**config.mk**
```make
export PLATFORM = sky130hd
export DESIGN_NAME = fht_unload
export DESIGN_NICKNAME = d
export VERILOG_FILES = /design/src/rtl/fht_unload.sv
export SDC_FILE = /design/constraint.sdc
export NUM_CORES = 1
export LEC_CHECK = 0
export BUFFER_PORTS_ARGS = -buffer_cell sky130_fd_sc_hd__buf_2
export CAP_MARGIN = 20
export CORE_UTILIZATION = 50
export CTS_CLUSTER_DIAMETER = 120
export DETAILED_ROUTE_END_ITERATION = 8
export PLACE_DENSITY = 0.72
export SLEW_MARGIN = 20
export SYNTH_ARGS = -nofsm -noshare
export SYNTH_HDL_FRONTEND = slang
export SYNTH_SLANG_ARGS = --single-unit
export TNS_END_PERCENT = 30
```
**constraint.sdc**
```tcl
create_clock -name iCLK -period 2.2 [get_ports iCLK]
set_clock_uncertainty 0.1 [all_clocks]
set_input_delay 0.22 -clock iCLK [delete_from_list [all_inputs] [get_ports iCLK]]
set_output_delay 0.22 -clock iCLK [all_outputs]
set_load 0.02 [all_outputs]
```
**src/rtl/fht_unload.sv**
```systemverilog
// fht_unload: streams a finished FHT result out of the four fht_top RAM
// banks. Rows are read in bit-reversed address order, so the stream comes out
// in natural order. Each row is sent as bank 0..3, one word per handshake.
//
// state | meaning
// ------+---------------------------------------------------------------
// IDLE  | waiting for iSTART while iFHT_RDY is high
// FETCH | first row address on the bus, waiting RD_LAT cycles for data
// SEND  | streaming the row buffer; the next row is prefetched meanwhile
// DONE  | one-cycle completion pulse on oDONE
//
// The prefetch is safe only up to RD_LAT = 3. With that latency the next row
// is captured no later than the cycle of the current row's last transfer.
module fht_unload #(
    parameter int D_BIT  = 22,
    parameter int A_BIT  = 8,
    parameter int RD_LAT = 2
) (
    input  logic             iCLK,
    input  logic             iRESET,
    input  logic             iSTART,
    input  logic             iFHT_RDY,
    output logic [A_BIT-1:0] oADDR_RD_0,
    output logic [A_BIT-1:0] oADDR_RD_1,
    output logic [A_BIT-1:0] oADDR_RD_2,
    output logic [A_BIT-1:0] oADDR_RD_3,
    input  logic [D_BIT-1:0] iDATA_0,
    input  logic [D_BIT-1:0] iDATA_1,
    input  logic [D_BIT-1:0] iDATA_2,
    input  logic [D_BIT-1:0] iDATA_3,
    output logic [D_BIT-1:0] oDATA,
    output logic             oVALID,
    input  logic             iREADY,
    output logic             oLAST,
    output logic             oBUSY,
    output logic             oDONE
);

    typedef enum logic [1:0] {
        IDLE  = 2'd0,
        FETCH = 2'd1,
        SEND  = 2'd2,
        DONE  = 2'd3
    } state_t;

    localparam logic [A_BIT-1:0] ROW_MAX = '1;
    localparam logic [1:0]       LAT     = 2'(RD_LAT);

    state_t           state;
    state_t           state_next;

    logic [A_BIT-1:0] addr_cnt;   // row index currently on the read address bus
    logic [A_BIT-1:0] cur_row;    // row index held in the row buffer
    logic [1:0]       word_cnt;   // bank index of the word being offered
    logic [1:0]       lat_cnt;    // FETCH wait, counts down to capture
    logic [1:0]       pf_cnt;     // prefetch wait, counts down to capture
    logic             pf_pend;
    logic             pf_valid;

    logic [D_BIT-1:0] rd_data [4];
    logic [D_BIT-1:0] row_buf [4];
    logic [D_BIT-1:0] pf_buf  [4];

    logic             accept;
    logic             fetch_cap;
    logic             pf_cap;
    logic             xfer;
    logic             row_end;
    logic             final_row;
    logic             pf_more;
    logic [A_BIT-1:0] addr_rev;

    function automatic logic [A_BIT-1:0] bitrev(input logic [A_BIT-1:0] v);
        logic [A_BIT-1:0] r;
        for (int i = 0; i < A_BIT; i++) begin
            r[i] = v[A_BIT-1-i];
        end
        return r;
    endfunction

    assign rd_data[0] = iDATA_0;
    assign rd_data[1] = iDATA_1;
    assign rd_data[2] = iDATA_2;
    assign rd_data[3] = iDATA_3;

    assign addr_rev   = bitrev(addr_cnt);
    assign oADDR_RD_0 = addr_rev;
    assign oADDR_RD_1 = addr_rev;
    assign oADDR_RD_2 = addr_rev;
    assign oADDR_RD_3 = addr_rev;

    // State register.
    always_ff @(posedge iCLK) begin
        if (iRESET) begin
            state <= IDLE;
        end else begin
            state <= state_next;
        end
    end

    // Next-state logic, handshake decode and status outputs.
    always_comb begin
        state_next = state;
        accept     = 1'b0;
        fetch_cap  = 1'b0;
        xfer       = 1'b0;
        final_row  = (cur_row == ROW_MAX);
        pf_more    = (addr_cnt != ROW_MAX);
        pf_cap     = pf_pend && (pf_cnt == 2'd0);
        oVALID     = 1'b0;
        oBUSY      = 1'b1;
        oDONE      = 1'b0;
        case (state)
            IDLE: begin
                oBUSY  = 1'b0;
                accept = iSTART && iFHT_RDY;
                if (accept) begin
                    state_next = FETCH;
                end
            end
            FETCH: begin
                fetch_cap = (lat_cnt == 2'd0);
                if (fetch_cap) begin
                    state_next = SEND;
                end
            end
            SEND: begin
                oVALID = 1'b1;
                xfer   = iREADY;
                if (xfer && (word_cnt == 2'd3) && final_row) begin
                    state_next = DONE;
                end
            end
            DONE: begin
                oDONE      = 1'b1;
                state_next = IDLE;
            end
            default: begin
                state_next = IDLE;
            end
        endcase
        row_end = xfer && (word_cnt == 2'd3);
        oLAST   = oVALID && final_row && (word_cnt == 2'd3);
    end

    // Word select out of the row buffer.
    always_comb begin
        oDATA = row_buf[word_cnt];
    end

    // Address counter, latency timers, row and prefetch buffers.
    always_ff @(posedge iCLK) begin
        if (iRESET) begin
            addr_cnt <= '0;
            cur_row  <= '0;
            word_cnt <= 2'd0;
            lat_cnt  <= 2'd0;
            pf_cnt   <= 2'd0;
            pf_pend  <= 1'b0;
            pf_valid <= 1'b0;
            for (int b = 0; b < 4; b++) begin
                row_buf[b] <= '0;
                pf_buf[b]  <= '0;
            end
        end else begin
            if (accept) begin
                addr_cnt <= '0;
                cur_row  <= '0;
                word_cnt <= 2'd0;
                lat_cnt  <= LAT;
                pf_cnt   <= 2'd0;
                pf_pend  <= 1'b0;
                pf_valid <= 1'b0;
            end

            if ((state == FETCH) && (lat_cnt != 2'd0)) begin
                lat_cnt <= lat_cnt - 2'd1;
            end

            if (pf_pend && (pf_cnt != 2'd0)) begin
                pf_cnt <= pf_cnt - 2'd1;
            end

            if (pf_cap) begin
                pf_buf   <= rd_data;
                pf_valid <= 1'b1;
                pf_pend  <= 1'b0;
            end

            if (fetch_cap) begin
                row_buf  <= rd_data;
                word_cnt <= 2'd0;
                cur_row  <= addr_cnt;
                if (pf_more) begin
                    addr_cnt <= addr_cnt + 1'b1;
                    pf_pend  <= 1'b1;
                    pf_cnt   <= LAT;
                end
            end

            if (xfer) begin
                word_cnt <= word_cnt + 2'd1;
            end

            // Row hand-over; placed after the capture so these assignments win
            // when the prefetch lands in the same cycle and goes straight in.
            if (row_end && !final_row) begin
                if (pf_valid) begin
                    row_buf <= pf_buf;
                end else begin
                    row_buf <= rd_data;
                end
                pf_valid <= 1'b0;
                cur_row  <= addr_cnt;
                if (pf_more) begin
                    addr_cnt <= addr_cnt + 1'b1;
                    pf_pend  <= 1'b1;
                    pf_cnt   <= LAT;
                end
            end
        end
    end

endmodule
```
==> flow_summary.yaml <==
drt:
  drc: 0
  route.vias.total: 9134
  first_iter_violations: 909
  wl_um: 28400
  drt-wirelength-per-cell_um: 18.7
  ant_nets: 0
  via_per_inst: 6.01
  dr.pass1.iters: 5
final_layout:
  fillers: 1523
  layout_commonest_cell: "nand2_1"
  fin_util_pct: 65.2
  antenna_cells: 0
  final_cell_mix: "nand2_1 (268), dfxtp_1 (200), buf_2 (149), a21oi_1 (107)"
  multiInputGateArea_um2: 4530
  regArea_um2: 4050
  num-nets-final: 1380
  area_growth_pct: 27.3
  drive_above_1_share_pct: 20.4
cts:
  numClockSinks: 202
  cts_setup_buffers: 0
  clockBufferDepth: 3
  cts.clk_slew.worst_paths_ps: 60
  cts_buffers: 22
  h-tree-depth: 1
  cts_tree: "yes"
  worst_skew_pair.late_latency_ps: 500
  cts_root_buf: "clkbuf_16"
critical_path:
  crit_fanout: 12
  path_class: "register to output port"
  crit_path_end_kind: "output port"
  worstPathArrival_ps: 1820
  cp.required_ps: 1880
  start_kind: "register"
global_route:
  grt_pass1_vias: 8293
  grt_usage_pct: 29.6
  antenna_found_initial: 1
  grt_overflow: 0
  grt_pass1_wl_um: 43700
  grt_start_max_net_pins: 90
timing:
  slew_viol_final: 0
  tns_ps: 0
  worst_slew_pin_slew_ps: 575
  rsz0062_at_grt: "false"
  fin_crit_ps: 2140
  finalCritPeriodShare_pct: 97.4
  finalSetupViolCount: 0
  clock.fmax_mhz: 467
  hold_viol: 0
  slew-limit-headroom_pct: 61.6
synthesis:
  async_flop_share_pct: 0
  synthSimpleGateAreaFrac_pct: 24.4
  synth_nets: 1215
  synth_top_family_by_area: "simple AND/OR/NAND/NOR gates"
  synth_ff_type: "dfxtp_1"
  synth_mux_area_share_pct: 5.37
  synth_compound_area_share_pct: 17.5
  synth_edf_count: 0
  synth_xor_xnor_area_share_pct: 0.285
  synth.distinct_cells: 47
  yosysWarnings: 0
  netlist_instances: 1114
  synth_seq_cells: 202
  ys_seq_area_share_pct: 43.8
  syn-cell-area_um2: 9240
  synth_fa_ha_area_share_pct: 1.08
  avgSynthCellArea_um2: 8.29
min_path:
  hp-class: "input port to register"
placement:
  dp_hpwl_um: 17500
  io_buffers: 150
  gp_congestion: 0.861
job:
  drv_cap: 0
floorplanning:
  die_width_um: 138
  core_um2: 18000
  num_rows: 49
  start_util_pct: 51.2
  fp.dieH_um: 138
  ios: 151
  die-area_um2: 19000
status:
  outcome: "completed"
pwr:
  powerDensity_nw_per_um2: 1080
  p_leak_nw: 4.43
  ir_drop_v: 0.000780
## repair_timing
| action | in CTS | in global routing |
|---|---|---|
| pin swaps | 0 | 0 |
| endpoints found under the setup margin | 22 | 8 |
| resized for setup | 5 | 3 |
| endpoints found under the hold margin | 177 | 0 |
| gates cloned | 1 | 0 |
| hold buffers | 89 | 0 |
## logic make-up after synthesis
kind of cell	after synthesis
AO/OA/AOI/OAI	230
adder cells (fa/ha/maj)	8
flip-flops	202
multiplexers	22
AND/OR/NAND/NOR	505
XOR/XNOR	3
buffers and inverters	144
## final cells by class
cell class,count,share of cell area (%)
Multi-Input combinational cell,768,38.5
Sequential cell,202,34.4
Timing Repair Buffer,276,18.4
Clock buffer,32,5.52
Tap cell,229,2.44
Clock inverter,4,0.383
Inverter,9,0.287
## worst paths after layout
check	from	to	slack, ps	depth (start not counted)
max reg2reg	state[0]	row_buf[69]	110	8
max	word_cnt[0]	oDATA[2]	60	3
min reg2reg	pf_buf[28]	pf_buf[28]	350	2
min	iRESET	lat_cnt[0]	60	2
## power by group
group          internal [mW]  switching [mW]
clock                   2.15            1.45
sequential              4.48           0.665
combinational           1.64            2.34
total                   8.27            4.45
## synthesized netlist by cell type (all sizes together), types with 2 or more instances
| cell | count | area share, % |
|---|---|---|
| and2 | 2 | 0.14 |
| clkbuf | 70 | 2.8 |
| o22ai | 3 | 0.20 |
| ha | 8 | 1.1 |
| a211oi | 3 | 0.24 |
| a311oi | 88 | 9.0 |
| nand3 | 96 | 5.2 |
| nand4 | 14 | 1.0 |
| nor3 | 96 | 5.2 |
| nand2b | 6 | 0.41 |
| dfxtp | 202 | 44 |
| inv | 9 | 0.37 |
| nor2 | 7 | 0.28 |
| mux4 | 22 | 5.4 |
| nor2b | 2 | 0.14 |
| buf | 65 | 4.3 |
| o211ai | 4 | 0.38 |
| or2 | 3 | 0.20 |
| a21oi | 108 | 5.9 |
| o21ai | 12 | 0.77 |
| o32ai | 3 | 0.28 |
| nand2 | 270 | 11 |
| a31oi | 2 | 0.14 |
| and4 | 2 | 0.19 |
| and3 | 2 | 0.14 |
| xnor2 | 2 | 0.19 |
## critical path, cell delays in order, from the launching register on
cell and delay [ps]:
dfxtp_4 400, buf_12 170, mux4_2 560, buf_2 190
## state kept, by name, summed over array words and instances, names as in the netlist
name and flops:
state 2, addr_cnt 8, cur_row 8, word_cnt 2, lat_cnt 2, pf_buf 88, row_buf 88, pf_valid 1
pf_cnt 2, pf_pend 1
## per-layer routing
| layer | vias up | routed length, um | global-route usage, % |
|---|---|---|---|
| met1 | 4357 | 12200 | 41.4 |
| li1 | 4317 | - | - |
| met4 | 2 | 912 | 10.8 |
| met2 | 394 | 12800 | 45.6 |
| met3 | 64 | 2470 | 4.97 |
| met5 | - | 20 | 0 |
## metrics by stage
step / total power [mW] / std cells / worst slack (ps) / hold WS [ps] / instance area, um^2
6_report: 12.7 / 1520 / 58.3 / 56.6 / 11800
5_1_grt: 13.3 / 1520 / 6.90 / 72.6 / 11800
4_1_cts: 12.7 / 1520 / 2.52 / 46.5 / 11700
3_5_place_dp: 8.94 / 1394 / 133 / 347 / 10100
3_3_place_gp: 8.85 / 1394 / 244 / 342 / 10100
2_1_floorplan: 7.64 / 1114 / 262 / 256 / 9240
No activity file was read; power rests on OpenSTA's default activity.
